### config.mk
export PLATFORM = sky130hd
export DESIGN_NAME = idli_fetch_m
export DESIGN_NICKNAME = d
export VERILOG_FILES = /design/src/rtl/idli_pkg.sv /design/src/rtl/idli_fetch_m.sv
export SDC_FILE = /design/constraint.sdc
export NUM_CORES = 1
export LEC_CHECK = 0
export BUFFER_PORTS_ARGS = -buffer_cell sky130_fd_sc_hd__buf_4
export CORE_ASPECT_RATIO = 0.75
export CORE_MARGIN = 2
export CORE_UTILIZATION = 40
export DETAILED_ROUTE_END_ITERATION = 8
export PLACE_DENSITY = 0.65
export SLEW_MARGIN = 15
export SYNTH_ARGS = -nofsm -noshare
export SYNTH_HDL_FRONTEND = slang
export SYNTH_SLANG_ARGS = --single-unit
### constraint.sdc
create_clock -name i_fch_gck -period 2.1 [get_ports i_fch_gck]
set_input_delay 0.42 -clock i_fch_gck [delete_from_list [all_inputs] [get_ports i_fch_gck]]
set_output_delay 0.42 -clock i_fch_gck [all_outputs]
set_load 0.03 [all_outputs]
### src/rtl/idli_pkg.sv
// Shared types and constants for the idli core front end.
package idli_pkg;

  typedef logic [3:0] sqi_data_t;

  typedef enum logic [2:0] {
    StIdle,
    StCmd,
    StAddr,
    StDummy,
    StData
  } fch_state_t;

  localparam logic [7:0]  SQI_CMD_READ     = 8'h03;
  localparam int unsigned FCH_DUMMY_CYCLES = 2;

  // Nibble idx (0 = most significant) of a 24-bit SQI byte address.
  function automatic sqi_data_t addr_nibble(input logic [23:0] addr, input logic [2:0] idx);
    logic [23:0] sh;
    sh = addr << {idx, 2'b00};
    return sh[23:20];
  endfunction

endpackage

### src/rtl/idli_fetch_m.sv
// Instruction fetch: streams 16-bit instructions as nibbles from an SQI memory using
// continuous read mode, restarting the read on redirect or address wrap.
module idli_fetch_m
  import idli_pkg::*;
(
  input  logic        i_fch_gck,
  input  logic        i_fch_rst,
  input  sqi_data_t   i_fch_sio,
  output sqi_data_t   o_fch_sio,
  output logic        o_fch_sio_oe,
  output logic        o_fch_cs_n,
  output logic        o_fch_sck_en,
  input  logic        i_fch_stall,
  input  logic        i_fch_redir,
  input  logic [15:0] i_fch_redir_pc,
  output sqi_data_t   o_fch_enc,
  output logic        o_fch_enc_vld,
  output logic [15:0] o_fch_pc
);

  fch_state_t  state_q, state_d;
  logic [2:0]  phase_q, phase_d;
  logic [1:0]  nib_q, nib_d;
  logic [15:0] pc_q, pc_d;
  logic [23:0] byte_addr;

  assign byte_addr = {7'b0, pc_q, 1'b0};
  assign o_fch_pc  = pc_q;

  always_ff @(posedge i_fch_gck or posedge i_fch_rst) begin
    if (i_fch_rst) begin
      state_q <= StIdle;
      phase_q <= '0;
      nib_q   <= '0;
      pc_q    <= '0;
    end else begin
      state_q <= state_d;
      phase_q <= phase_d;
      nib_q   <= nib_d;
      pc_q    <= pc_d;
    end
  end

  always_comb begin
    state_d       = state_q;
    phase_d       = phase_q;
    nib_d         = nib_q;
    pc_d          = pc_q;
    o_fch_sio     = '0;
    o_fch_sio_oe  = 1'b0;
    o_fch_cs_n    = 1'b1;
    o_fch_sck_en  = 1'b0;
    o_fch_enc     = '0;
    o_fch_enc_vld = 1'b0;

    unique case (state_q)
      StIdle: begin
        state_d = StCmd;
        phase_d = '0;
      end
      StCmd: begin
        o_fch_cs_n   = 1'b0;
        o_fch_sio_oe = 1'b1;
        o_fch_sck_en = 1'b1;
        o_fch_sio    = phase_q[0] ? SQI_CMD_READ[3:0] : SQI_CMD_READ[7:4];
        if (phase_q == 3'd1) begin
          state_d = StAddr;
          phase_d = '0;
        end else begin
          phase_d = phase_q + 3'd1;
        end
      end
      StAddr: begin
        o_fch_cs_n   = 1'b0;
        o_fch_sio_oe = 1'b1;
        o_fch_sck_en = 1'b1;
        o_fch_sio    = addr_nibble(byte_addr, phase_q);
        if (phase_q == 3'd5) begin
          state_d = StDummy;
          phase_d = '0;
        end else begin
          phase_d = phase_q + 3'd1;
        end
      end
      StDummy: begin
        o_fch_cs_n   = 1'b0;
        o_fch_sck_en = 1'b1;
        if (phase_q == 3'(FCH_DUMMY_CYCLES - 1)) begin
          state_d = StData;
          phase_d = '0;
        end else begin
          phase_d = phase_q + 3'd1;
        end
      end
      StData: begin
        // Stall freezes the memory clock so the current nibble is simply held.
        o_fch_cs_n    = 1'b0;
        o_fch_enc     = i_fch_sio;
        o_fch_enc_vld = !i_fch_stall;
        o_fch_sck_en  = !i_fch_stall;
        if (!i_fch_stall) begin
          nib_d = nib_q + 2'd1;
          if (nib_q == 2'd3) begin
            pc_d = pc_q + 16'd1;
            if (pc_q == 16'hFFFF) state_d = StIdle;
          end
        end
      end
      default: state_d = StIdle;
    endcase

    if (i_fch_redir) begin
      pc_d          = i_fch_redir_pc;
      phase_d       = '0;
      nib_d         = '0;
      state_d       = StIdle;
      o_fch_enc_vld = 1'b0;
    end
  end

endmodule

* Yosys cells after proc, flatten, opt, wreduce, memory -nomap -nowiden
Index checks and enable logic that the tools add are counted.
Widths: inputs -> output; s select.
** Storage, ports and cells
- Register bits :: 24
- Output and inout port bits :: 28
- Logic and storage cells :: 62
- Bits of input ports :: 24
** Operators by class
- $add $sub $neg :: 3
- Shifts and indexed selects :: 1
- Equal/unequal tests :: 15
- Reductions and logical operators :: 12
- Muxes and demuxes :: 27
** Operators with widths (count)
- $mux 16 :: 4
- $mux 3 :: 10
- $shl 17x5->24 :: 1
- $ne 3x3->1 const B :: 6
- $add 16x1->16 const B :: 1
- $eq 16x16->1 const B :: 1
- $pmux 3 s5 :: 1
- $pmux 3 s3 :: 1
- $mux 2 :: 4
- $pmux 4 s2 :: 1
- $eq 3x1->1 const B :: 2
- $eq 3x2->1 const B :: 2
- $eq 3x3->1 const B :: 2
- $reduce_and 6->1 :: 1
- $mux 1 :: 4
- $mux 4 :: 1
- $reduce_bool 2->1 :: 2
- $reduce_bool 4->1 :: 1
- $reduce_or 2->1 :: 2
- $reduce_or 4->1 :: 1
- $add 3x1->3 const B :: 1
- $logic_not 3->1 :: 1
- $reduce_and 3->1 :: 1
- $reduce_or 3->1 :: 1
- other kinds (6) :: 6

* Depth between registers and ports, before layout
Gate-level depths: netlist (run 1).
- Depth after elaboration :: 6
- Depth in mapped cells :: 6
- Mapped depth without buffers :: 5

* Least setup slack after synthesis (run 1)
OpenSTA, ideal clock, no wires.
- Kind :: register to output
- Start :: register phase_q[2]
- End :: output o_fch_sio[2]
- Cell stages (with the launch flop) :: 5
- Path buffers :: 1
- Arrival :: 2.610 ns
- Path slack :: -0.930 ns
- Data required time :: 1.680 ns
- Cell sequence :: dfrtp_1 clkbuf_1 nor2b_1 a221oi_1 a2111oi_0
** Between the ends
- Longest elaborated chain between the ends :: 2
** RTL lines
- start, declared :: line idli_fetch_m.sv:22 : logic [2:0] phase_q, phase_d;
- start signal, assigned :: line idli_fetch_m.sv:38 : phase_q <= phase_d;
- $shl 17x5->24 :: line idli_pkg.sv:20 : sh = addr << {idx, 2'b00};
- $pmux 4 s2 :: line idli_fetch_m.sv:56 : unique case (state_q)
- end, declared :: line idli_fetch_m.sv:9 : output sqi_data_t o_fch_sio,
No other way between the ends.

* Final worst setup path (run 1)
- Start :: register phase_q[0]
- End :: output o_fch_sio[1]
** Between the ends
- Longest elaborated chain between the ends :: 2
- Elaborated cells between the ends (all ways) :: 3
- Those cells by class :: 1 x shift; 2 x mux
** RTL lines (line)
- $shl 17x5->24 or $mux 2 (tied branches) :: idli_pkg.sv:20, idli_fetch_m.sv:65
- $pmux 4 s2 * :: idli_fetch_m.sv:56
Mark *: on every way between the ends. The rest lies on a longest branch, timed or not.

==> results of run 1 <==
[logic make-up after synthesis]
family | synth area share (%)
simple gates | 28.3
compound gates | 18.1
flops | 36.3
buf+inv | 5.66
xor+xnor | 5.82
mux | 4.38
fa+ha+maj | 1.51
[metrics by stage]
step / power (mW) / utilization [%] / std cells
after floorplan: 1.08 / - / 194
after global placement: 1.34 / 54.5 / 301
after detailed placement: 1.34 / 54.5 / 301
after CTS: 1.76 / 56.8 / 305
after global routing: 1.88 / 57.7 / 307
final: 1.78 / 57.7 / 307
[timing repair]
item	4_1_cts	5_1_grt
pin swaps	1	2
gates resized for setup	6	6
setup endpoints to repair	4	6
buffers inserted	0	2
[registers in the layout, summed over array words and instances (netlist names)]
name      cells
nib_q         2
o_fch_pc     16
phase_q       3
state_q       3
[layout make-up]
cell class | instances | area [µm²]
clock buffers | 3 | 41.3
fillers | 375 | 1700
clock inverters | 1 | 30.0
flip-flops and latches | 24 | 604
repair buffers | 67 | 507
multi-input cells | 150 | 1030
inverters | 7 | 26.3
well taps | 55 | 68.8
[worst max path at each step]
stage,cells past startpoint,startpoint,endpoint,slack [ns]
after detailed placement,4,phase_q[1],o_fch_sio[2],0.14
final,5,phase_q[0],o_fch_sio[1],0.07
after global placement,4,phase_q[1],o_fch_sio[3],0.18
after global routing,4,phase_q[2],o_fch_sio[3],0.0008
after floorplan,4,state_q[1],o_fch_enc_vld,0.02
after CTS,4,phase_q[1],o_fch_sio[2],0.007
[layer usage]
layer	share of wire (%)	wire, µm	vias to the layer above
li1	-	-	824
met3	6.0	275	8
met2	43	1950	53
met5	0	0	-
met1	50	2280	769
met4	1.3	61	0
[Yosys cell counts (all sizes together), types with 2 or more instances]
cell | instances | area, µm²
o21ai | 14 | 70.1
o41ai | 2 | 17.5
a221oi | 3 | 26.3
or4 | 2 | 15.0
nand3b | 3 | 22.5
inv | 6 | 22.5
nand4b | 2 | 17.5
xor2 | 5 | 43.8
nor2 | 17 | 63.8
nand2b | 2 | 12.5
ha | 2 | 25.0
o31ai | 2 | 15.0
buf | 4 | 33.8
nor4 | 2 | 27.5
and3 | 6 | 37.5
nand3 | 7 | 35.0
mux2 | 2 | 22.5
dfrtp | 24 | 601
a31o | 2 | 17.5
nand4 | 3 | 18.8
nor4b | 2 | 32.5
or3b | 2 | 17.5
clkbuf | 9 | 33.8
nand2 | 22 | 82.6
xnor2 | 6 | 52.6
a2111oi | 2 | 17.5
mux2i | 5 | 50.1
a22oi | 4 | 30.0
a31oi | 6 | 37.5
nor3 | 5 | 25.0
nor2b | 3 | 18.8
a21oi | 7 | 35.0
nor3b | 2 | 15.0
[power by group]
part	total, mW	leakage (nW)	switching, mW	internal, mW
combinational	0.757	0.666	0.435	0.322
clock	0.419	0.0357	0.164	0.255
sequential	0.603	0.292	0.0872	0.515
total	1.78	0.994	0.686	1.09
[critical path, cell delays in order, from the launching register on]
cell and delay, ns:
dfrtp_2 0.42, mux2_2 0.34, a22oi_1 0.23, o21a_1 0.14, nor2_1 0.04, buf_4 0.17
==> flow_metrics.tcl, run 1 <==
set metrics [dict create \
    status "finished clean" \
    core_um2 4000 \
    cts_hold_buf 0 \
    critPathArrivalTime_ns 1.61 \
    grt_pass1_wl_um 7340 \
    timing.rr.end "o_fch_pc[10]" \
    gp_congestion 0.822 \
    chipHeight_um 59.7 \
    initial_core_util_pct 41.4 \
    crit_fanout 3 \
    max-clock-path-buffers 2 \
    final_hold_viol_count 0 \
    max-cap-violations 0 \
    clk-insertion-delay-late_ns 0.28 \
    clock-root-buffer "clkbuf_8" \
    drcViolationCount 0 \
    antenna_cells 0 \
    min_path_type "in2async" \
    min_period_ns 2.03 \
    synthArstFlopShare_pct 100 \
    synth_area_um2 1660 \
    routed_wl_um 4570 \
    power.density_nw_per_um2 771 \
    clk_pin_slew_ns 0.09 \
    wl_per_cell_um 14.9 \
    place_ws_ns 0.143 \
    synth_seq_cells 24 \
    port_buffers 51 \
    via_per_inst 5.39 \
    rsz0062_at_grt "false" \
    mostFrequentLayoutCells "66 x buf_4, 22 x nand2_1, 21 x dfrtp_1, 17 x nor2_1, 14 x o21ai_0" \
    final_common_cell "buf_4" \
    met2_usage_pct 29.2 \
    start_kind "flip-flop" \
    maxSlewHeadroom_pct 69.8 \
    worstReg2RegStart "state_q[1]" \
    grt_pass1_vias 1443 \
    synthFlopType "dfrtp_1" \
    drive_above_1_share_pct 35.3 \
    cts.sinks 24 \
    fin_worst_skew_ns 0.00384 \
    holdWs_ns 0.176 \
    tightest_slew_ns 0.450 \
    antenna_found_initial 0 \
    setup_tns_ns 0 \
    grt.overflow.total 0 \
    place_area_um2 2180 \
    vias 1654 \
    hpwl_um 3390 \
    grt_max_degree 25 \
    rows 20 \
    grt_busiest_layer "met1" \
    area_delta_synth_final_pct 39.4 \
    setup_violations 0 \
    cts_tree "yes" \
    die_area_um2 4680 \
    critPathRequiredTime_ns 1.68 \
    ys_types 46 \
    use_met3_pct 4.98 \
    synth_edf_count 0 \
    drv_slew 0 \
    numCtsBuffers 3 \
    cts_max_level 1 \
    rrSetupSlack_ns 0.28 \
    worstSetupPathType "reg2out" \
    drt_iter0_drc 88 \
    synthCells 194 \
    period_share_pct 96.8 \
    layout.nets 279 \
    r2r_cells 4 \
    max_freq_ghz 0.492 \
    yosys_warnings 0 \
    fin_area_um2 2310 \
    leakage_nw 0.994 \
    synth_area_per_cell_um2 8.54 \
    io-pin-count 52 \
    fin_ws_ns 0.0680 \
    grt_use_total_pct 20.3 \
    synth_fp_nets 220 \
    synth-seq-area-share_pct 36.3 \
    drt-pass1-iter-count 6 \
    cp-end-kind "output pin" \
    met1_usage_pct 30.9 \
    drtAntennaViolNets 0 \
    die_w_um 78.3 \
    ir_drop_mv 0.437 \
]
Power figures use the tool's default switching activity.
==> run 2: changes to the inputs <==
--- a/config.mk
+++ b/config.mk
@@ -9,9 +9,10 @@
 export CORE_ASPECT_RATIO = 0.75
 export CORE_MARGIN = 2
 export CORE_UTILIZATION = 40
+export CTS_BUF_LIST = sky130_fd_sc_hd__clkbuf_4
 export DETAILED_ROUTE_END_ITERATION = 8
 export PLACE_DENSITY = 0.65
-export SLEW_MARGIN = 15
+export SLEW_MARGIN = 20
 export SYNTH_ARGS = -nofsm -noshare
 export SYNTH_HDL_FRONTEND = slang
 export SYNTH_SLANG_ARGS = --single-unit
==> run 2 against run 1 <==
Die area did not move. Core utilization rose by 1.5 points. Sequential cell count did not move. First-iteration DRC count fell by 40%. Sequential share of layout area fell by 0.60 points. Clock skew barely moved. Critical path depth did not move. Clock-buffer cell count did not move. Design area rose by 2.5%. Highest routed layer unchanged. Largest cell class unchanged. Non-clock buffer count rose by 4. Clock power fell by 17%. The run now ends with setup timing left.
==> flow_metrics.tcl, run 2 (synthesized netlist as in run 1, its figures left out) <==
set metrics [dict create \
    status "finished, violations left" \
    failed_checks "setup timing" \
    ir_drop_mv 0.448 \
    maxSlewHeadroom_pct 69.6 \
    clk_pin_slew_ns 0.14 \
    numCtsBuffers 3 \
    tightest_slew_ns 0.453 \
    core_um2 4000 \
    die_w_um 78.3 \
    cp-end-kind "output pin" \
    hpwl_um 3390 \
    via_per_inst 5.51 \
    fin_util_pct 59.1 \
    die_area_um2 4680 \
    area_delta_synth_final_pct 42.9 \
    period_share_pct 100 \
    critPathArrivalTime_ns 1.69 \
    drcViolationCount 0 \
    mostFrequentLayoutCells "67 x buf_4, 22 x nand2_1, 20 x dfrtp_1, 17 x nor2_1, 13 x o21ai_0" \
    antenna_found_initial 0 \
    largest_reg_flops 16 \
    vias 1714 \
    crit_slowest_cell "dfrtp_2" \
    max-cap-violations 0 \
    fin_area_um2 2370 \
    drtAntennaViolNets 0 \
    cts_hold_buf 0 \
    cpPeakStageDelay_ns 0.48 \
    leakage_nw 1.02 \
    grt_max_degree 25 \
    setup_tns_ns -0.00512 \
    crit_fanout 3 \
    rsz0062_at_grt "true" \
    min_period_ns 2.11 \
    routed_wl_um 4620 \
    final_common_cell "buf_4" \
    grt_use_total_pct 20.8 \
    place_area_um2 2180 \
    layout.nets 283 \
    cts_tree "yes" \
    cts.sinks 24 \
    min_path_type "in2async" \
    power.density_nw_per_um2 745 \
    drv_slew 0 \
    io-pin-count 52 \
    initial_core_util_pct 41.4 \
    crit_chain "mux2_4 -> a22oi_2 -> o21a_1 -> nor2_1 -> buf_4" \
    port_buffers 51 \
    fin_worst_skew_ns 0.00409 \
    chipHeight_um 59.7 \
    clock-root-buffer "clkbuf_4" \
    cts_max_level 1 \
    antenna_cells 0 \
    critPathRequiredTime_ns 1.68 \
    grt_pass1_vias 1486 \
    clk-insertion-delay-late_ns 0.33 \
    setup_violations 1 \
    max-clock-path-buffers 2 \
    final_hold_viol_count 0 \
    dp.cells 301 \
    start_kind "flip-flop" \
    rows 20 \
    gp_congestion 0.822 \
    worstSetupPathType "reg2out" \
    drt_iter0_drc 53 \
    drive_above_1_share_pct 38.7 \
    max_freq_ghz 0.475 \
    r2r_cells 5 \
    grt_pass1_wl_um 7560 \
    finalPower_mw 1.76 \
    fin_ws_ns -0.00512 \
    wl_per_cell_um 14.9 \
    layout.cells.non_filler 311 \
    drt-pass1-iter-count 4 \
    grt.overflow.total 0 \
]
-- run 2: path summary, 6_finish.rpt --
| check | endpoint | slack, ns | start |
|---|---|---|---|
| setup / recovery | o_fch_sio[1] | -0.005 | phase_q[0] |
| hold / removal | state_q[1] | 0.12 | i_fch_rst |
| setup reg to reg | o_fch_pc[11] | 0.28 | nib_q[0] |
| hold reg to reg | nib_q[1] | 0.56 | nib_q[1] |
| max in group asynchronous | phase_q[1] | 1.72 | i_fch_rst |
| min in group i_fch_gck | o_fch_pc[2] | 0.29 | i_fch_redir_pc[2] |
-- run 2: power breakdown --
part           switching, mW  total, mW  leakage [nW]  internal (mW)
logic                  0.457      0.815         0.700          0.358
registers             0.0841      0.601         0.291          0.517
clock network          0.155      0.348        0.0279          0.193
total                  0.696       1.76          1.02           1.07
-- run 2: timing repair --
item / 4_1_cts / 5_1_grt
gates resized for setup: 16 / 8
setup buffers: 5 / 1
gates cloned: 0 / 0
setup endpoints to repair: 5 / 6
pin swaps: 2 / 4
-- run 2: worst max-delay path: cells and delay by family (launching register included) --
family	cells	cell delay, ns
DFF	1	0.48
AOI/OAI and AO/OA	2	0.35
muxes	1	0.31
buffers and inverters	1	0.17
and+or+nand+nor	1	0.04
-- run 2: layout make-up --
class / count / area [µm²]
clock buffer: 3 / 22.5
clock inverter: 1 / 30.0
fill: 370 / 1640
inverter: 7 / 26.3
multi-input combinational: 150 / 1060
sequential: 24 / 606
tap: 55 / 68.8
timing repair buffer: 71 / 552
-- run 2: per-layer routing --
layer | GRT usage, % | wire (µm) | vias up
met2 | 31.7 | 2050 | 61
met3 | 4.23 | 259 | 6
met1 | 30.8 | 2250 | 810
li1 | - | - | 837
met4 | 5.01 | 63 | 0
met5 | 0 | 0 | -
-- run 2: stage by stage --
stage | hold WS, ns | worst slack [ns]
after floorplan | 0.435 | 0.0210
after global placement | 0.491 | 0.181
after detailed placement | 0.501 | 0.143
after CTS | 0.122 | -0.0169
after global routing | 0.139 | -0.0856
final | 0.118 | -0.00512
